<file path="config.mk">
export PLATFORM = sky130hd
export DESIGN_NAME = uart_hex_byte_sender
export DESIGN_NICKNAME = d
export VERILOG_FILES = /design/src/rtl/uart_hex_byte_sender.sv
export SDC_FILE = /design/constraint.sdc
export NUM_CORES = 1
export LEC_CHECK = 0
export BUFFER_PORTS_ARGS = -buffer_cell sky130_fd_sc_hd__buf_2
export CAP_MARGIN = 20
export CORE_MARGIN = 5
export CORE_UTILIZATION = 63
export DETAILED_ROUTE_END_ITERATION = 16
export GPL_TIMING_DRIVEN = 0
export PLACE_DENSITY = 0.82
export SYNTH_ARGS = -nofsm -noshare
export SYNTH_HDL_FRONTEND = slang
export SYNTH_SLANG_ARGS = --single-unit
</file>
<file path="constraint.sdc">
create_clock -name clk -period 5.9 [get_ports clk]
set_input_delay 0.885 -clock clk [delete_from_list [all_inputs] [get_ports clk]]
set_output_delay 0.885 -clock clk [all_outputs]
set_load 0.005 [all_outputs]
</file>
<file path="src/rtl/uart_hex_byte_sender.sv">
// uart_hex_byte_sender: sends a captured byte as two ASCII hex digits plus CR LF over 8N1 UART
module uart_hex_byte_sender #(
  parameter int CLKS_PER_BIT = 434
) (
  input  logic       clk,
  input  logic       rst,
  input  logic [7:0] data_in,
  input  logic       send,
  output logic       uart_txd,
  output logic       busy,
  output logic       done
);
  localparam int BW = $clog2(CLKS_PER_BIT);
  localparam logic [BW-1:0] BAUD_LAST = BW'(CLKS_PER_BIT - 1);
  typedef enum logic [1:0] {IDLE, START, DATA, STOP} state_t;
  state_t state_q, state_d;
  logic [BW-1:0] baud_q, baud_d;
  logic [2:0] bit_q, bit_d;
  logic [1:0] chr_q, chr_d;
  logic [7:0] byte_q, byte_d;
  logic txd_q, txd_d, busy_q, busy_d, done_q, done_d;
  logic [7:0] char_w;
  logic bit_end;
  function automatic logic [7:0] hex(input logic [3:0] n);
    return (n < 4'd10) ? 8'h30 + {4'd0, n} : 8'h37 + {4'd0, n};
  endfunction
  assign char_w = chr_q == 2'd0 ? hex(byte_q[7:4]) :
                  chr_q == 2'd1 ? hex(byte_q[3:0]) :
                  chr_q == 2'd2 ? 8'h0D : 8'h0A;
  assign bit_end = baud_q == BAUD_LAST;
  always_ff @(posedge clk or negedge rst) begin
    if (!rst) begin
      state_q <= IDLE;
      baud_q  <= '0;
      bit_q   <= '0;
      chr_q   <= '0;
      byte_q  <= '0;
      txd_q   <= 1'b1;
      busy_q  <= 1'b0;
      done_q  <= 1'b0;
    end else begin
      state_q <= state_d;
      baud_q  <= baud_d;
      bit_q   <= bit_d;
      chr_q   <= chr_d;
      byte_q  <= byte_d;
      txd_q   <= txd_d;
      busy_q  <= busy_d;
      done_q  <= done_d;
    end
  end
  // Bit and character indices wrap to 0 on their final increment, so IDLE always sees them cleared.
  always_comb begin
    state_d = state_q;
    baud_d  = (state_q == IDLE || bit_end) ? '0 : baud_q + 1'b1;
    bit_d   = bit_q;
    chr_d   = chr_q;
    byte_d  = byte_q;
    case (state_q)
      IDLE: if (send) begin
        state_d = START;
        byte_d  = data_in;
      end
      START: if (bit_end) state_d = DATA;
      DATA: if (bit_end) begin
        bit_d   = bit_q + 3'd1;
        state_d = bit_q == 3'd7 ? STOP : DATA;
      end
      STOP: if (bit_end) begin
        chr_d   = chr_q + 2'd1;
        state_d = chr_q == 2'd3 ? IDLE : START;
      end
    endcase
  end
  // Outputs are registered from the next state so the line changes on the same edge as the FSM.
  always_comb begin
    txd_d  = state_d == START ? 1'b0 : state_d == DATA ? char_w[bit_d] : 1'b1;
    busy_d = state_d != IDLE;
    done_d = state_q == STOP && state_d == IDLE;
  end
  assign uart_txd = txd_q;
  assign busy     = busy_q;
  assign done     = done_q;
endmodule

</file>
==> impl_results.md <==
- Vias in the first global route: 1294
- Detailed Route Iter0 Violations: 63
- Core box area: 2500 µm²
- Largest net degree at the start of global routing: 28
- Area grow syn2layout: 7.96%
- # diodes: 0
- Sequential area share after synthesis: 40.6%
- Tcrit/Tclk final: 47.2%
- FF-to-FF path depth: 8
- Routed wire per std cell: 14.1 µm
- Grt total ovfl: 0
- WP data arrival: 3.02 ns
- Startpoint types: flop
- Post-synth top area cell: dfrtp_1
- #FFs+latches synth: 27
- Placed cell area: 1770 µm²
- DRC errors left: 0
- Vias: 1325
- NetSw: 0.000179 W
- Clock skew: 0.00455 ns
- Port-buffer cells: 13
- Clk_lat worst skew: 0.32 ns
- CTS root buf: clkbuf_4
- Clock power share: 16.3%
- Final TNS setup: 0 ns
- Initial antenna violation count: 0
- Hold buffer count at cts: 0
- Gr usage total: 19.4%
- Max Root-Sink Buffers: 2
- Post-synth cell types: 45
- WHS Endpoint: baud_q[0]$_DFF_PN0_
- Worst-Margin Slew: 0.759 ns
- Syn nets: 202
- DP HPWL: 2.42 mm
- Initial cell density of the core: 66.7%
- Total number of yosys warnings: 0
- Post-layout net count: 220
- Worst setup margin: 3.12 ns
- FILL cells: 194
- Final Cell Area: 1800 µm²
- TritonCTS Buffers: 3
- Critical path's largest stage delay: 0.55 ns
- Leak: 0.814 nW
- Combinational group share of total power: 32.3%
- Drt pass-1 iters: 4
- Clock Pin Slew Worst Setup and Hold Paths: 0.15 ns
- Status: finished, final reports clean
- Die H: 61.4 µm
- Worst vdd ir: 0.000233 V
- P per Cell Area: 278 nW/µm²
- Reg2reg end: uart_txd$_DFF_PN1_
- Main synth FF type: dfrtp_1
- WL final: 3.20 mm
- Sequential power share: 51.4%
- FF-to-FF Start: baud_q[3]$_DFF_PN0_
- Post-synth top area share: 39.0%
- Die Span X: 61.4 µm
- Syn_area_per_cell: 9.21 µm²
- Sw frac: 35.7%
- Peak fanout along the critical path: 6
- Layout cell share with drive strength beyond 1: 16.2%
- Hold path startpoint: baud_q[0]$_DFF_PN0_
- Antenna-violating nets left: 0
- Unrepaired setup endpoints after global routing: false
- Hold Fails Final Rpt: 0
- Number of flops mapped to enable cells by yosys: 0
- R2r setup slk: 3.12 ns
- Critical Path RT: 6.14 ns
- Via-to-Cell Ratio: 5.81
- Die area: 3770 µm²
- Synth Cell Area: 1670 µm²
- Final-report max-slew violation count: 0
- First-pass GRT wire length: 5.50 mm
- Min cycle time layout: 2.78 ns
- Pre-CTS setup slack: 3.14 ns
- Final setup fails: 0
- Ys async rst share: 100%
- Synth top area cells: dfrtp_1, ha_1, nand2_1
- Critical Path Source: baud_q[3]$_DFF_PN0_
- CTS Sinks: 27
- Mapped Cells: 181
- CTS resizes: 0
- H-tree depth: 1
- Worst hold path type: reg2reg
- Internal: 0.000322 W
- Max_slew headroom: 49.3%
- CTS tree: done
- Placer congestion estimate: 0.928
- Worst path cell trace: or4b_1 -> buf_2 -> nor4b_4 -> xnor2_2 -> clkinv_2 -> xnor2_1 -> o2111a_1 -> o311ai_1
- CP Capture Type: flop
- Maximum clock frequency: 359 MHz
- # rows: 18
- Setup CP Type: reg2reg
- Setup repair bufs after CTS: 0
- Worst Hold Path Cells: 1
- Max Cap Viol: 0
- Finished Core Util: 72.0%
- Num ports: 14
- Slowest CP cell: or4b_1
-- cell usage in the layout (no fill, tap or decap), drive strengths merged, types with 2 or more instances in the layout --
master / n
a31oi: 2
xor2: 4
mux2: 6
dfrtp: 26
xnor2: 7
o21ai: 15
o311ai: 2
nand3: 6
mux2i: 3
clkbuf: 9
ha: 10
buf: 15
nand4: 3
nor2b: 5
inv: 11
or2: 3
a21oi: 6
nand2: 21
nor3: 5
nor2: 15
and3: 2
-- routing by layer --
| metal | routed length, µm | global-route usage (%) |
|---|---|---|
| met1 | 1480 | 25.1 |
| met2 | 1550 | 34.0 |
| met3 | 149 | 2.31 |
| met4 | 25 | 5.76 |
| met5 | 0 | 0 |
-- metrics by stage --
step / hold slack [ns] / std cells / total power (W)
global placement: 0.471 / 224 / 0.000410
floorplan: 0.453 / 181 / 0.000378
global route: 0.547 / 228 / 0.000542
detailed placement: 0.505 / 224 / 0.000421
finish: 0.516 / 228 / 0.000500
CTS: 0.526 / 228 / 0.000503
-- synthesized netlist by cell type, types with 2 or more instances --
cell,n
dfrtp_1,26
nand2_1,21
nor2_1,15
o21ai_0,14
inv_1,11
ha_1,10
a21oi_1,6
clkbuf_1,6
mux2_2,6
nand3_1,6
xnor2_1,6
nor2b_1,5
nor3_1,5
xor2_1,4
mux2i_1,3
nand4_1,3
or2_2,3
a31oi_1,2
and3_1,2
buf_2,2
-- cell families after synthesis --
kind of cell               Yosys count  share of synthesized area (%)
AOI/OAI and AO/OA                   36                           14.1
xor gates and xnor gates            11                           6.23
adders and majority gates           10                           7.51
buffers and inverters               20                           4.73
DFF                                 27                           40.6
muxes                                9                           5.86
and+or+nand+nor                     68                           20.9
-- registers in the layout (all words and copies together), names as in the netlist --
register	count
baud_q	9
busy	1
uart_txd	1
chr_q	2
bit_q	3
byte_q	8
done	1
state_q	2
-- power by group through the flow --
stage,Combinational [W],Sequential (W),Clock (W)
6_report,0.000162,0.000257,0.0000814
3_3_place_gp,0.000154,0.000257,0
5_1_grt,0.000183,0.000264,0.0000958
3_5_place_dp,0.000161,0.000261,0
2_1_floorplan,0.000126,0.000252,0
4_1_cts,0.000161,0.000257,0.0000847
-- layout make-up --
type | count | area (µm²) | area share, %
multi-input cells | 134 | 911 | 50.6
flip-flops and latches | 27 | 677 | 37.6
repair buffers | 13 | 65.1 | 3.62
inverters | 12 | 46.3 | 2.57
well taps | 30 | 37.5 | 2.09
plain buffers | 8 | 32.5 | 1.81
clock buffers | 3 | 22.5 | 1.25
clock inverters | 1 | 7.51 | 0.417
-- how the worst max path moves through the flow --
stage,end,cells after the start
2_1_floorplan,uart_txd$_DFF_PN1_,8
3_3_place_gp,uart_txd$_DFF_PN1_,8
3_5_place_dp,uart_txd$_DFF_PN1_,8
4_1_cts,uart_txd$_DFF_PN1_,8
5_1_grt,uart_txd$_DFF_PN1_,8
6_report,uart_txd$_DFF_PN1_,8
-- critical path, delay by kind of cell (launching register included) --
family | cells | cell delay (ns)
DFF | 1 | 0.45
and+or+nand+nor | 2 | 1.00
xor gates and xnor gates | 2 | 0.39
buffers and inverters | 2 | 0.36
AOI/OAI and AO/OA | 2 | 0.50
Power figures use the tool's default switching activity.
